$ cat config.mk
export PLATFORM = sky130hd
export DESIGN_NAME = dbg_fifo_wr_arbiter
export DESIGN_NICKNAME = d
export VERILOG_FILES = /design/src/rtl/dbg_arb_pkg.sv /design/src/rtl/dbg_fifo_wr_arbiter_rr_pick.sv /design/src/rtl/dbg_fifo_wr_arbiter.sv
export SDC_FILE = /design/constraint.sdc
export NUM_CORES = 1
export LEC_CHECK = 0
export ABC_AREA = 1
export BUFFER_PORTS_ARGS = -buffer_cell sky130_fd_sc_hd__buf_2
export CAP_MARGIN = 20
export CORE_ASPECT_RATIO = 1.5
export CORE_MARGIN = 4
export CORE_UTILIZATION = 50
export CTS_BUF_LIST = sky130_fd_sc_hd__clkbuf_4 sky130_fd_sc_hd__clkbuf_8 sky130_fd_sc_hd__clkbuf_16
export CTS_CLUSTER_SIZE = 14
export DETAILED_ROUTE_END_ITERATION = 10
export PLACE_DENSITY_LB_ADDON = 0.2
export SLEW_MARGIN = 15
export SYNTH_ARGS = -nofsm -noshare
export SYNTH_HDL_FRONTEND = slang
export SYNTH_HIERARCHICAL = 1
export SYNTH_SLANG_ARGS = --single-unit
$ cat constraint.sdc
create_clock -name clk -period 2 [get_ports clk]
set_input_delay 0.4 -clock clk [delete_from_list [all_inputs] [get_ports clk]]
set_output_delay 0.4 -clock clk [all_outputs]
set_load 0.05 [all_outputs]
$ cat src/rtl/dbg_arb_pkg.sv
// Shared encodings for the debug FIFO write arbiter: FSM states, control codes
// and the position of the control flag inside a FIFO word.
`ifndef DBG_ARB_CTRL_BIT
`define DBG_ARB_CTRL_BIT(w) (w)
`endif

package dbg_arb_pkg;

  typedef enum logic [2:0] {
    ST_IDLE = 3'd0,
    ST_SOF  = 3'd1,
    ST_DATA = 3'd2,
    ST_EOF  = 3'd3,
    ST_ABT  = 3'd4
  } arb_state_e;

  localparam logic [7:0] SOF_BASE = 8'h10;
  localparam logic [7:0] EOF_CODE = 8'h20;
  localparam logic [7:0] ABT_CODE = 8'h30;

endpackage

$ cat src/rtl/dbg_fifo_wr_arbiter_rr_pick.sv
// Combinational round-robin selector: first set request searching upward from ptr+1.
// Zero latency; no flow control of its own.
module rr_pick #(
  parameter int  N_REQ = 4,
  localparam int ID_W  = $clog2(N_REQ)
) (
  input  logic [N_REQ-1:0] req,
  input  logic [ID_W-1:0]  ptr,
  output logic [ID_W-1:0]  gnt_id,
  output logic             any
);

  // Walk offsets from farthest to nearest so the nearest requester wins.
  always_comb begin
    gnt_id = '0;
    any    = 1'b0;
    for (int k = N_REQ; k >= 1; k--) begin
      for (int i = 0; i < N_REQ; i++) begin
        if (req[i] && (i == (int'(ptr) + k) % N_REQ)) begin
          gnt_id = ID_W'(i);
          any    = 1'b1;
        end
      end
    end
  end

endmodule

$ cat src/rtl/dbg_fifo_wr_arbiter.sv
// Frame-locked round-robin arbiter in front of the debug FIFO write port; wraps frames in SOF/EOF/ABT.
// SOF is written 1 cycle after a request in IDLE; every write waits on !fifo_full.
module dbg_fifo_wr_arbiter
  import dbg_arb_pkg::*;
#(
  parameter int  N_REQ   = 4,
  parameter int  WIDTH   = 8,
  parameter int  TIMEOUT = 64,
  localparam int ID_W    = $clog2(N_REQ),
  localparam int CNT_W   = $clog2(TIMEOUT + 1)
) (
  input  logic                   clk,
  input  logic                   rst_n,
  input  logic [N_REQ-1:0]       req_valid,
  input  logic [N_REQ*WIDTH-1:0] req_data,
  input  logic [N_REQ-1:0]       req_last,
  output logic [N_REQ-1:0]       req_ready,
  output logic                   fifo_wr_en,
  output logic [WIDTH:0]         fifo_wr_data,
  input  logic                   fifo_full,
  output logic [ID_W-1:0]        grant_id,
  output logic                   busy,
  output logic [7:0]             abort_cnt
);

  arb_state_e       state_q;
  logic [ID_W-1:0]  grant_q, rr_q, pick_id;
  logic             pick_any, busy_q;
  logic [7:0]       abort_q;
  logic [CNT_W-1:0] idle_q, idle_d;
  logic             gnt_vld, gnt_last;
  logic [WIDTH-1:0] gnt_byte;
  logic [WIDTH:0]   wr_word;

  rr_pick #(.N_REQ(N_REQ)) u_pick (
    .req    (req_valid),
    .ptr    (rr_q),
    .gnt_id (pick_id),
    .any    (pick_any)
  );

  assign idle_d    = idle_q + CNT_W'(1);
  assign grant_id  = grant_q;
  assign busy      = busy_q;
  assign abort_cnt = abort_q;

  always_comb begin
    gnt_vld    = 1'b0;
    gnt_last   = 1'b0;
    gnt_byte   = '0;
    req_ready  = '0;
    fifo_wr_en = 1'b0;
    wr_word    = '0;
    for (int i = 0; i < N_REQ; i++) begin
      if (ID_W'(i) == grant_q) begin
        gnt_vld      = req_valid[i];
        gnt_last     = req_last[i];
        gnt_byte     = req_data[i*WIDTH +: WIDTH];
        req_ready[i] = (state_q == ST_DATA) && !fifo_full;
      end
    end
    case (state_q)
      ST_SOF: begin
        fifo_wr_en                         = !fifo_full;
        wr_word[`DBG_ARB_CTRL_BIT(WIDTH)]  = 1'b1;
        wr_word[WIDTH-1:0]                 = WIDTH'(SOF_BASE) | WIDTH'(grant_q);
      end
      ST_DATA: begin
        fifo_wr_en         = gnt_vld && !fifo_full;
        wr_word[WIDTH-1:0] = gnt_byte;
      end
      ST_EOF: begin
        fifo_wr_en                         = !fifo_full;
        wr_word[`DBG_ARB_CTRL_BIT(WIDTH)]  = 1'b1;
        wr_word[WIDTH-1:0]                 = WIDTH'(EOF_CODE);
      end
      ST_ABT: begin
        fifo_wr_en                         = !fifo_full;
        wr_word[`DBG_ARB_CTRL_BIT(WIDTH)]  = 1'b1;
        wr_word[WIDTH-1:0]                 = WIDTH'(ABT_CODE);
      end
      default: ;
    endcase
    fifo_wr_data = fifo_wr_en ? wr_word : '0;
  end

  always_ff @(posedge clk) begin
    if (!rst_n) begin
      state_q <= ST_IDLE;
      grant_q <= '0;
      rr_q    <= ID_W'(N_REQ - 1);
      busy_q  <= 1'b0;
      abort_q <= '0;
      idle_q  <= '0;
    end else begin
      case (state_q)
        ST_IDLE: begin
          if (pick_any) begin
            grant_q <= pick_id;
            busy_q  <= 1'b1;
            state_q <= ST_SOF;
          end
        end
        ST_SOF: begin
          if (!fifo_full) begin
            idle_q  <= '0;
            state_q <= ST_DATA;
          end
        end
        ST_DATA: begin
          // A stalled-but-valid source holds the counter, so backpressure never aborts.
          if (gnt_vld) begin
            if (!fifo_full) begin
              idle_q <= '0;
              if (gnt_last) state_q <= ST_EOF;
            end
          end else begin
            idle_q <= idle_d;
            if (idle_d == CNT_W'(TIMEOUT)) state_q <= ST_ABT;
          end
        end
        ST_EOF, ST_ABT: begin
          if (!fifo_full) begin
            rr_q    <= grant_q;
            busy_q  <= 1'b0;
            state_q <= ST_IDLE;
            if (state_q == ST_ABT && abort_q != 8'hFF) abort_q <= abort_q + 8'd1;
          end
        end
        default: state_q <= ST_IDLE;
      endcase
    end
  end

endmodule
Word level (Yosys, flattened, before mapping)
Cells that the tools add are included.
{ "word_totals": {"elab_cells": 148, "ff_bits": 23, "out_inout_bits": 25} }
{ "classes": {"bitwise_logic": 5, "addsub": 6, "mux": 65, "eq_ne": 27, "n_reduce_logical": 39} }
{ "ops": {"columns": ["operator", "count"], "rows": [
  ["logical NOT 32 bit", 4],
  ["2-to-1 mux 1 bit", 32],
  ["2-to-1 mux 8 bit", 4],
  ["case mux 8 bit (4 select lines)", 1],
  ["2-to-1 mux 2 bit", 14],
  ["== test 3 bit, first input constant", 8],
  ["2-to-1 mux 3 bit", 7],
  ["logical AND 1 bit", 19],
  ["2-to-1 mux 7 bit", 2],
  ["case mux 7 bit (2 select lines)", 1],
  ["== test 2 x 3 -> 1 bit, first input constant", 4],
  ["case mux 3 bit (4 select lines)", 1],
  ["OR reduction 2 bit", 5],
  ["2-to-1 mux 9 bit", 1],
  ["adder 8 x 1 -> 8 bit, second input constant", 1],
  ["!= test 8 bit, second input constant", 1],
  ["adder 7 x 1 -> 7 bit, second input constant", 1],
  ["== test 7 bit, second input constant", 1],
  ["== test 3 x 2 -> 1 bit, second input constant", 2],
  ["!= test 2 bit, second input constant", 3],
  ["!= test 3 bit, second input constant", 2],
  ["AND reduction 3 bit", 2],
  ["AND reduction 6 bit", 1],
  ["adder 2 x 1 -> 2 bit, second input constant", 2],
  ["other kinds (15)", 23]
]} }

Logic depth before layout (Yosys ltp)
{ "logic_depth": {"ltp_word": 23, "ltp_mapped": 18} }

By module
The synthesis kept the hierarchy.
{ "modules_own_cells": {"columns": ["module", "cells_each", "n_inst", "area_each_um2"], "rows": [
  ["dbg_fifo_wr_arbiter", 270, 1, 1687.9],
  ["rr_pick", 41, 1, 214.0]
]} }

Least setup slack after synthesis
No wires, ideal clock.
{ "synth_path": {"path_type": "register to output", "startpoint": "register grant_q[0] (netlist: grant_id[0])", "endpoint": "output port fifo_wr_data[7]", "slack_ns": -0.895, "t_required_ns": 1.600, "stages_incl_launch_ff": 8, "arrival_time_ns": 2.495, "cell_sequence": "dfxtp_1 inv_1 buf_2 nand2_1 o22ai_1 o21ai_0 o21ai_0 nor3_1"} }
{ "synth_between": {"elab_chain_len": 8, "word_cells_on_any_way": 16, "cone_classes": "eq/ne (3); mux (11); reduce/logical (2)"} }
{ "synth_rtl": {"columns": ["item", "line_no", "text"], "rows": [
  ["start, declared", "dbg_fifo_wr_arbiter.sv:27", "logic [ID_W-1:0] grant_q, rr_q, pick_id;"],
  ["start signal, assigned", "dbg_fifo_wr_arbiter.sv:99", "grant_q <= pick_id;"],
  ["logical NOT 2 bit", "dbg_fifo_wr_arbiter.sv:55", "if (ID_W'(i) == grant_q) begin"],
  ["2-to-1 mux 1 bit (4 in series)", "dbg_fifo_wr_arbiter.sv:55", null],
  ["logical AND 1 bit", "dbg_fifo_wr_arbiter.sv:69", "fifo_wr_en = gnt_vld && !fifo_full;"],
  ["case mux 1 bit (2 select lines)", "dbg_fifo_wr_arbiter.sv:62", "case (state_q)"],
  ["2-to-1 mux 9 bit *", "dbg_fifo_wr_arbiter.sv:84", "fifo_wr_data = fifo_wr_en ? wr_word : '0;"],
  ["end, declared", "dbg_fifo_wr_arbiter.sv:19", "output logic [WIDTH:0] fifo_wr_data,"]
]} }
Mark *: on every way between the ends. The rest lies on a longest branch, timed or not.

Worst setup path in the final report
{ "layout_path": {"startpoint": "register grant_q[0] (netlist: grant_id[0])", "endpoint": "output port fifo_wr_data[3]"} }
Same word-level chain as after synthesis.

==> results.ini <==
[outcome]
status=finished, violations left
violations=negative setup slack

[placement]
gp_congestion=0.894
dp_hpwl_mm=4.16
placedCellCount=427
place_ws_ns=-0.0150
port_buffers=67

[sta]
finClkSkew_ns=0.00666
setup_violations=8
final_max_slew_viol_count=0
fin_crit_sh_pct=106
fmax_mhz=471
layout_setup_ws_ns=-0.121
rsz0062_at_grt=true
hold_violations=0
period_needed_ns=2.12
slew_headroom_pct=69.1
holdWs_ns=0.458
worst_pin_slew_ns=0.464

[route]
wl_per_cell_um=12.5
via_per_inst=5.37
ant_nets=0
vias=2356
drt_iter0_markers=209
route.detailed.drc=0
first_pass_iters=4
wirelength_mm=5.51

[min_path]
hold_path.class=input port to flip-flop
hold_depth=2
holdPathEnd=rr_q[1]
worstHoldStart=rst_n

[yosys]
ys_seq_elements=23
syn_avg_cell_area_sq_um=6.12
ys_seq_area_share_pct=24.2
synth_cell_type_count=31
yosys_warnings=6
synthesis.nets=356
syn-cell-area_sq_um=1900
synth_cells=311

[critical_path]
cp.arrival_ns=1.72
regToRegEndpoint=grant_id[0]
critical_path.max_fanout=8
worst_setup_path_end_kind=primary output
rr_worst_depth=17
critPathKind=flip-flop to primary output
start_kind=flip-flop
required_ns=1.60
r2r-start=rr_q[1]
r2r_slack_ns=0.28

[floorplan]
io_pins=68
initial_core_util_pct=51.6
core-area_sq_um=3680
rows=27
die_x_um=58.4
dieArea_sq_um=4870
die_h_um=83.5

[clock_tree]
htree_levels=1
cts_hold_buf=0
numCtsBuffers=3
clk_latency_ns=0.26
clock_path_buffers=2
cts_tree=built
cts_sinks=23
clk_pin_slew_ns=0.08
cts-root-buf=clkbuf_8

[global_route]
grt-ovfl-total=0
grt_pass1_wl_mm=9.32
first_global_vias=2189
grt_use_total_pct=22.9
antenna_found_initial=0
grt_max_degree=16

[cells_and_area]
final_common_cell=nand2_1
drive_gt1_share_pct=34.3
fin_nets=442
final_cell_mix=nand2_1 (85), buf_2 (54), nand3_1 (36)
fin_util_pct=72.8
stdcell_count=439
diodes=0
area_growth_pct=40.9

[power_and_ir_drop]
p_leak_nw=1.34
total_power_w=0.00337
power_density_nw_per_um2=1260
ir_drop_mv=0.991

[job]
max_cap_viol_count=0

## worst max-delay path, stage by stage, from the launching register on
cell and delay (ns):
dfxtp_4 0.37, buf_8 0.14, nor2_4 0.14, nand2_2 0.08, nand4_4 0.08, a31oi_4 0.12, buf_12 0.16, nor3_4 0.17
buf_6 0.18
## registers in the layout, summed over array words and instances (netlist names)
register and cells:
busy 1, abort_cnt 8, rr_q 2, grant_id 2, idle_q 7, state_q 3
## cell usage after synthesis (all sizes together)
cell type  count  share of area [%]
a211oi         1               0.39
a21oi         20                5.3
a31oi          1                1.1
buf            7                3.1
clkbuf         3               0.59
dfxtp         23                 24
ha             2                1.3
inv           34                6.8
nand2         94                 19
nand3         42                 13
nand3b         1               0.39
nand4          5                2.4
nor2          24                6.4
nor3           8                2.1
o211ai         4                1.6
o21ai         30                7.9
o22ai          4                1.3
or2            1               0.33
or4            1               0.39
xnor2          2               0.92
xor2           4                1.8
## logic make-up (layout without fill, tap and decap cells)
kind of cell	Yosys count	count (layout)	synth area share, %
flops	23	23	24.2
xor+xnor	6	6	2.76
compound gates	60	60	17.6
fa+ha+maj	2	2	1.32
simple gates	176	176	43.6
buf+inv	44	129	10.5
## per-stage QoR
stage	TNS (ns)	area, sq um
global route	-1.62	2680
finish	-0.839	2680
floorplan	-0.329	1980
detailed placement	-0.0316	2430
global placement	0	2430
CTS	-0.564	2640
## worst max-delay path by stage
stage	startpoint	to	slack, ns	depth (start not counted)
after floorplan	state_q[2]	req_ready[0]	-0.06	5
after global placement	grant_id[0]	fifo_wr_data[0]	0.05	10
after detailed placement	grant_id[0]	fifo_wr_data[2]	-0.02	8
after CTS	grant_id[0]	fifo_wr_data[2]	-0.08	8
after global routing	state_q[1]	fifo_wr_data[3]	-0.21	11
final	grant_id[0]	fifo_wr_data[3]	-0.12	8
## report_power, final
group	total [W]	internal [W]	switching (W)	leakage [nW]
Combinational	0.00239	0.000930	0.00146	1.12
Sequential	0.000687	0.000562	0.000125	0.190
Clock	0.000294	0.000156	0.000139	0.0262
Total	0.00337	0.00165	0.00173	1.34
## cell type report
class / count / area [sq um]
multi-input combinational: 244 / 1330
fill: 316 / 1000
timing repair buffer: 91 / 618
sequential: 23 / 477
inverter: 34 / 150
tap: 43 / 53.8
clock buffer: 4 / 48.8
## per-layer routing
layer | track usage [%] | part of all wire [%] | up-vias
li1 | - | - | 1205
met1 | 26.2 | 39 | 1081
met2 | 42.1 | 54 | 62
met3 | 3.10 | 5.0 | 8
met4 | 6.96 | 1.9 | 0
met5 | 0 | 0 | -
## what timing repair did
| action | in CTS | in global routing |
|---|---|---|
| gates cloned | 0 | 0 |
| gates resized for setup | 32 | 18 |
| endpoints found under the setup margin | 9 | 13 |
| pin swaps | 3 | 6 |
| setup buffers | 7 | 1 |
(Power assumes the default switching activity.)
